===== src/rtl/alu_pipe.sv =====
// Two-stage pipelined ALU (shift stage + execute/result register) with a persistent NZCV flag register.
// Optional macro ALU_PIPE_ITER_MUL_EN selects a WIDTH-cycle shift-add multiplier instead of a combinational one.
module alu_pipe #(
  parameter int WIDTH = 32
) (
  input  logic             clk,
  input  logic             rst,
  input  logic             in_valid,
  output logic             in_ready,
  input  logic [WIDTH-1:0] a,
  input  logic [WIDTH-1:0] b,
  input  logic [31:0]      inf,
  output logic             out_valid,
  input  logic             out_ready,
  output logic [WIDTH-1:0] r,
  output logic             wr_en,
  output logic             n,
  output logic             z,
  output logic             c,
  output logic             v
);

  localparam logic [3:0] OP_ADD  = 4'd0;
  localparam logic [3:0] OP_SUB  = 4'd1;
  localparam logic [3:0] OP_MUL  = 4'd2;
  localparam logic [3:0] OP_ORR  = 4'd3;
  localparam logic [3:0] OP_AND  = 4'd4;
  localparam logic [3:0] OP_EOR  = 4'd5;
  localparam logic [3:0] OP_MOVN = 4'd6;
  localparam logic [3:0] OP_MOV  = 4'd7;
  localparam logic [3:0] OP_CMP  = 4'd8;

  logic             s1_valid_q, s1_valid_d;
  logic [WIDTH-1:0] op1_q, op1_d, op2_q, op2_d;
  logic [3:0]       cond_q, cond_d, opc_q, opc_d;
  logic             s_q, s_d;
  logic [15:0]      imm_q, imm_d;

  logic             out_valid_q, out_valid_d, wr_en_q, wr_en_d;
  logic [WIDTH-1:0] r_q, r_d;
  logic             n_q, n_d, z_q, z_d, c_q, c_d, v_q, v_d;

  logic             out_can_load, s1_adv, accept, s2_done, cond_pass;
  logic [WIDTH-1:0] a_sh, mul_res, alu_val;
  logic [31:0]      sh_amt, rot_amt;
  logic [WIDTH:0]   sum, dif;
  logic             alu_wr, has_flags, upd_cv, c_new, v_new;
  logic             unused_inf;

  assign unused_inf = ^inf[22:19];

  always_comb begin
    sh_amt  = {27'd0, inf[10:6]};
    rot_amt = sh_amt % 32'(WIDTH);
    case (inf[2:0])
      3'b010:  a_sh = (sh_amt >= 32'(WIDTH)) ? '0 : (a << sh_amt);
      3'b001:  a_sh = (sh_amt >= 32'(WIDTH)) ? '0 : (a >> sh_amt);
      3'b011:  a_sh = (a >> rot_amt) | (a << (32'(WIDTH) - rot_amt));
      default: a_sh = a;
    endcase
  end

  always_comb begin
    case (cond_q)
      4'h0: cond_pass = z_q;
      4'h1: cond_pass = !z_q;
      4'h2: cond_pass = c_q;
      4'h3: cond_pass = !c_q;
      4'h4: cond_pass = n_q;
      4'h5: cond_pass = !n_q;
      4'h6: cond_pass = v_q;
      4'h7: cond_pass = !v_q;
      4'h8: cond_pass = c_q && !z_q;
      4'h9: cond_pass = !c_q || z_q;
      4'hA: cond_pass = (n_q == v_q);
      4'hB: cond_pass = (n_q != v_q);
      4'hC: cond_pass = !z_q && (n_q == v_q);
      4'hD: cond_pass = z_q || (n_q != v_q);
      4'hE: cond_pass = 1'b1;
      default: cond_pass = 1'b0;
    endcase
  end

`ifdef ALU_PIPE_ITER_MUL_EN
  localparam int CW = $clog2(WIDTH);
  logic [CW-1:0]    cnt_q, cnt_d;
  logic [WIDTH-1:0] acc_q, acc_d;
  logic             mul_busy;

  // The last partial product is folded in combinationally on the load edge, so the
  // counter only has to step WIDTH-1 times before the result can be written.
  assign mul_busy = s1_valid_q && (opc_q == OP_MUL) && cond_pass && (cnt_q != CW'(WIDTH - 1));
  assign mul_res  = acc_q + (op2_q[WIDTH-1] ? (op1_q << (WIDTH - 1)) : '0);
  assign s2_done  = !mul_busy;

  always_comb begin
    cnt_d = cnt_q;
    acc_d = acc_q;
    if (s1_adv) begin
      cnt_d = '0;
      acc_d = '0;
    end else if (mul_busy) begin
      cnt_d = cnt_q + 1'b1;
      if (op2_q[cnt_q]) acc_d = acc_q + (op1_q << cnt_q);
    end
  end

  always_ff @(posedge clk or posedge rst) begin
    if (rst) begin
      cnt_q <= '0;
      acc_q <= '0;
    end else begin
      cnt_q <= cnt_d;
      acc_q <= acc_d;
    end
  end
`else
  assign mul_res = op1_q * op2_q;
  assign s2_done = 1'b1;
`endif

  always_comb begin
    sum       = {1'b0, op1_q} + {1'b0, op2_q};
    dif       = {1'b0, op1_q} - {1'b0, op2_q};
    alu_val   = '0;
    alu_wr    = 1'b0;
    has_flags = 1'b1;
    upd_cv    = 1'b0;
    c_new     = c_q;
    v_new     = v_q;
    case (opc_q)
      OP_ADD: begin
        alu_val = sum[WIDTH-1:0];
        alu_wr  = 1'b1;
        upd_cv  = 1'b1;
        c_new   = sum[WIDTH];
        v_new   = (op1_q[WIDTH-1] == op2_q[WIDTH-1]) && (sum[WIDTH-1] != op1_q[WIDTH-1]);
      end
      OP_SUB, OP_CMP: begin
        alu_val = dif[WIDTH-1:0];
        alu_wr  = (opc_q == OP_SUB);
        upd_cv  = 1'b1;
        c_new   = !dif[WIDTH];
        v_new   = (op1_q[WIDTH-1] != op2_q[WIDTH-1]) && (dif[WIDTH-1] != op1_q[WIDTH-1]);
      end
      OP_MUL:  begin alu_val = mul_res;             alu_wr = 1'b1; end
      OP_ORR:  begin alu_val = op1_q | op2_q;       alu_wr = 1'b1; end
      OP_AND:  begin alu_val = op1_q & op2_q;       alu_wr = 1'b1; end
      OP_EOR:  begin alu_val = op1_q ^ op2_q;       alu_wr = 1'b1; end
      OP_MOVN: begin alu_val = WIDTH'(imm_q);       alu_wr = 1'b1; end
      OP_MOV:  begin alu_val = op1_q;               alu_wr = 1'b1; end
      default: has_flags = 1'b0;
    endcase
  end

  assign out_can_load = !out_valid_q || out_ready;
  assign s1_adv       = s1_valid_q && s2_done && out_can_load;
  assign in_ready     = !s1_valid_q || s1_adv;
  assign accept       = in_valid && in_ready;

  always_comb begin
    s1_valid_d = accept || (s1_valid_q && !s1_adv);
    op1_d  = accept ? a_sh       : op1_q;
    op2_d  = accept ? b          : op2_q;
    cond_d = accept ? inf[31:28] : cond_q;
    opc_d  = accept ? inf[27:24] : opc_q;
    s_d    = accept ? inf[23]    : s_q;
    imm_d  = accept ? inf[18:3]  : imm_q;

    out_valid_d = out_valid_q;
    r_d         = r_q;
    wr_en_d     = wr_en_q;
    n_d = n_q;
    z_d = z_q;
    c_d = c_q;
    v_d = v_q;
    if (s1_adv) begin
      out_valid_d = 1'b1;
      wr_en_d     = cond_pass && alu_wr;
      r_d         = (cond_pass && alu_wr) ? alu_val : '0;
      // Flags land on the same edge as the result, so the next op in S1 sees them without a bubble.
      if (cond_pass && has_flags && (s_q || opc_q == OP_CMP)) begin
        n_d = alu_val[WIDTH-1];
        z_d = (alu_val == '0);
        if (upd_cv) begin
          c_d = c_new;
          v_d = v_new;
        end
      end
    end else if (out_ready) begin
      out_valid_d = 1'b0;
    end
  end

  always_ff @(posedge clk or posedge rst) begin
    if (rst) begin
      s1_valid_q  <= 1'b0;
      op1_q       <= '0;
      op2_q       <= '0;
      cond_q      <= '0;
      opc_q       <= '0;
      s_q         <= 1'b0;
      imm_q       <= '0;
      out_valid_q <= 1'b0;
      r_q         <= '0;
      wr_en_q     <= 1'b0;
      n_q <= 1'b0;
      z_q <= 1'b0;
      c_q <= 1'b0;
      v_q <= 1'b0;
    end else begin
      s1_valid_q  <= s1_valid_d;
      op1_q       <= op1_d;
      op2_q       <= op2_d;
      cond_q      <= cond_d;
      opc_q       <= opc_d;
      s_q         <= s_d;
      imm_q       <= imm_d;
      out_valid_q <= out_valid_d;
      r_q         <= r_d;
      wr_en_q     <= wr_en_d;
      n_q <= n_d;
      z_q <= z_d;
      c_q <= c_d;
      v_q <= v_d;
    end
  end

  assign out_valid = out_valid_q;
  assign r         = r_q;
  assign wr_en     = wr_en_q;
  assign n = n_q;
  assign z = z_q;
  assign c = c_q;
  assign v = v_q;

endmodule

===== config.mk =====
export PLATFORM = sky130hd
export DESIGN_NAME = alu_pipe
export DESIGN_NICKNAME = d
export VERILOG_FILES = /design/src/rtl/alu_pipe.sv
export SDC_FILE = /design/constraint.sdc
export NUM_CORES = 2
export LEC_CHECK = 0
export ABC_CLOCK_PERIOD_IN_PS = 11300
export BUFFER_PORTS_ARGS = -buffer_cell sky130_fd_sc_hd__buf_2
export CAP_MARGIN = 10
export CORE_UTILIZATION = 35
export DETAILED_ROUTE_END_ITERATION = 7
export HOLD_SLACK_MARGIN = 0.06
export MAX_ROUTING_LAYER = met4
export PLACE_DENSITY_LB_ADDON = 0.08
export SYNTH_ARGS = -nofsm -noshare
export SYNTH_HDL_FRONTEND = slang
export SYNTH_SLANG_ARGS = --single-unit

===== constraint.sdc =====
create_clock -name clk -period 11.3 [get_ports clk]
set_input_delay 1.13 -clock clk [delete_from_list [all_inputs] [get_ports clk]]
set_output_delay 1.13 -clock clk [all_outputs]
set_load 0.02 [all_outputs]

==> flow_summary.ini <==
[global_routing]
antenna_found_initial = 1
overflow = 0
grt_max_degree = 86
grt_pass1_wl_mm = 203
first_global_vias = 28462
grt_use_total = 0.331

[yosys]
synth_area_per_cell_um2 = 7.90
synth_seq_cells = 128
synth_area_leaders = fa_1, dfrtp_1, ha_1
ys_seq_area_frac = 0.106
synth_top_cell_by_area = fa_1
syn-num-nets = 4563
yosys_warnings = 0
syn_area_um2 = 30300
synth_edf_count = 0
synth_most_common_cell = nand2_1
synth_common_cells = nand2_1, inv_1, nor2_1, fa_1, o21ai_0
synthCells = 3833
synth_cell_types = 101
ys.flop_type = dfrtp_1
netlist.area_leader.share = 0.271
synthArstFlopShare = 1.00

[placement]
portBuffers = 134
globalplace.congestion = 0.987
hpwl_mm = 106

[floorplanning]
coreArea_um2 = 85400
die_h_um = 296
die_area_um2 = 87700
num_io_pins = 139
initial_core_util = 0.355
rows = 107
die_w_um = 296

[timing]
worst_pin_slew_ns = 1.24
finalCritPeriodShare = 0.827
skew_ns = 0.0288
final_max_slew_viol_count = 0
hold_viol = 0
max_clock_freq_mhz = 107
finalSetupViolCount = 0
relSlewSlack = 0.151
finalCriticalPeriod_ns = 9.35
rsz0062_at_grt = no
finalSetupTns_ns = 0

[critical_path]
crit_type = reg -> reg
worstPathArrival_ns = 9.77
startpoint_type = register
end_kind = register
critPathMaxFanout = 17
cp.required_ns = 11.72

[detailed_routing]
via_per_inst = 5.71
wl_per_cell_um = 27.7
drtAntennaViolNets = 0
drt-pass1-iter-count = 6
drt-initial-drc-count = 2867
vias = 28509
drc_errors = 0
routed_wl_mm = 138

[clocking]
cts_hold_buf = 0
clk_path_buf_depth = 2
clock_sinks = 128
cts_setup_buffers = 0
htree_levels = 4
cts_tree = yes
root_buffer = clkbuf_16
cts_resized = 0
clk_latency_ns = 0.50
cts_buffers = 17
clk_pin_slew_ns = 0.08

[outcome]
outcome = completed

[layout]
syn_to_final_growth_pct = 8.16
fin_nets = 4564
fillers = 9178
drive_gt1_frac = 0.0933

[min_path]
hp-class = reg -> reg

[run]
cap_violations = 0
## metal layers
layer / vias up / GRT usage / routed length [µm]
li1: 12708 / - / -
met1: 14489 / 0.424 / 58900
met2: 1080 / 0.534 / 65800
met3: 232 / 0.0367 / 7720
met4: 0 / 0.127 / 5910
met5: - / - / 0
## stage by stage
stage                     setup WS (ns)  hold slack (ns)  std cells  utilization  cell area, µm²
after floorplan                    3.64            0.440       3833            -           30300
after global placement             2.09            0.456       4959        0.377           32200
after detailed placement           2.07            0.465       4959        0.377           32200
after CTS                          2.00            0.478       4991        0.383           32800
after global routing               1.56            0.505       4992        0.384           32800
final                              1.95            0.475       4994        0.384           32800
## critical path, cell delays in order, from the launching register on
cell	delay, ns
dfrtp_1	0.99
clkinv_1	0.89
nor2_1	0.36
fa_1	0.49
fa_1	0.61
inv_1	0.08
fa_1	0.46
fa_1	0.54
inv_1	0.06
fa_1	0.55
fa_1	0.43
fa_1	0.55
fa_1	0.43
ha_1	0.38
o21ai_0	0.62
nor2_1	0.08
a21oi_1	0.27
nor2b_1	0.19
xnor2_1	0.18
a211oi_1	0.43
nor4bb_1	0.30
nor4b_2	0.23
a22o_1	0.15
## cell families after synthesis
kind of cell | Yosys count | share of synthesized area
mux | 131 | 0.0509
simple gates | 1286 | 0.181
compound gates | 812 | 0.178
flops | 128 | 0.106
xor+xnor | 98 | 0.0283
fa+ha+maj | 630 | 0.362
buf+inv | 748 | 0.0941
## final cells by class
cell class                      instances  area [µm²]  area share
Sequential cell                       128        3200      0.0978
Clock inverter                         13         130     0.00397
Clock buffer                           19         433      0.0132
Timing Repair Buffer                  229        1380      0.0422
Tap cell                             1144        1430      0.0437
Antenna cell                            3        7.51    0.000229
Multi-Input combinational cell       2957       24300       0.741
Inverter                              501        1890      0.0576
## state kept, by name, indices dropped and copies added, names as in the netlist
register,count
v,1
cond_q,4
opc_q,4
op2_q,32
wr_en,1
op1_q,32
z,1
r,32
n,1
out_valid,1
s1_valid_q,1
c,1
imm_q,16
s_q,1
## path summary, 6_finish.rpt
kind,depth (start not counted),to,slack (ns),from
min in group asynchronous,2,imm_q[5]$_DFFE_PP0P_,0.72,rst
worst min register to register,1,r[28]$_DFFE_PP0P_,0.47,r[28]$_DFFE_PP0P_
worst max register to register,22,z$_DFFE_PP0P_,1.95,op2_q[9]$_DFFE_PP0P_
worst max-delay path,22,z$_DFFE_PP0P_,1.95,op2_q[9]$_DFFE_PP0P_
worst min-delay path,1,r[28]$_DFFE_PP0P_,0.47,r[28]$_DFFE_PP0P_
max in group asynchronous,3,r[7]$_DFFE_PP0P_,9.24,rst
## cells in the final DEF, fill, tap and decap left out, drive strengths merged, types with 90 or more instances in the layout
cell type / instances
a21oi: 191
buf: 229
dfrtp: 128
fa: 410
ha: 220
inv: 486
mux2i: 90
nand2: 572
nor2: 465
o21ai: 230
Power is left out: the tool's default activity adds up to more than one toggle a clock period on the data nets, which glitch-free logic cannot reach.
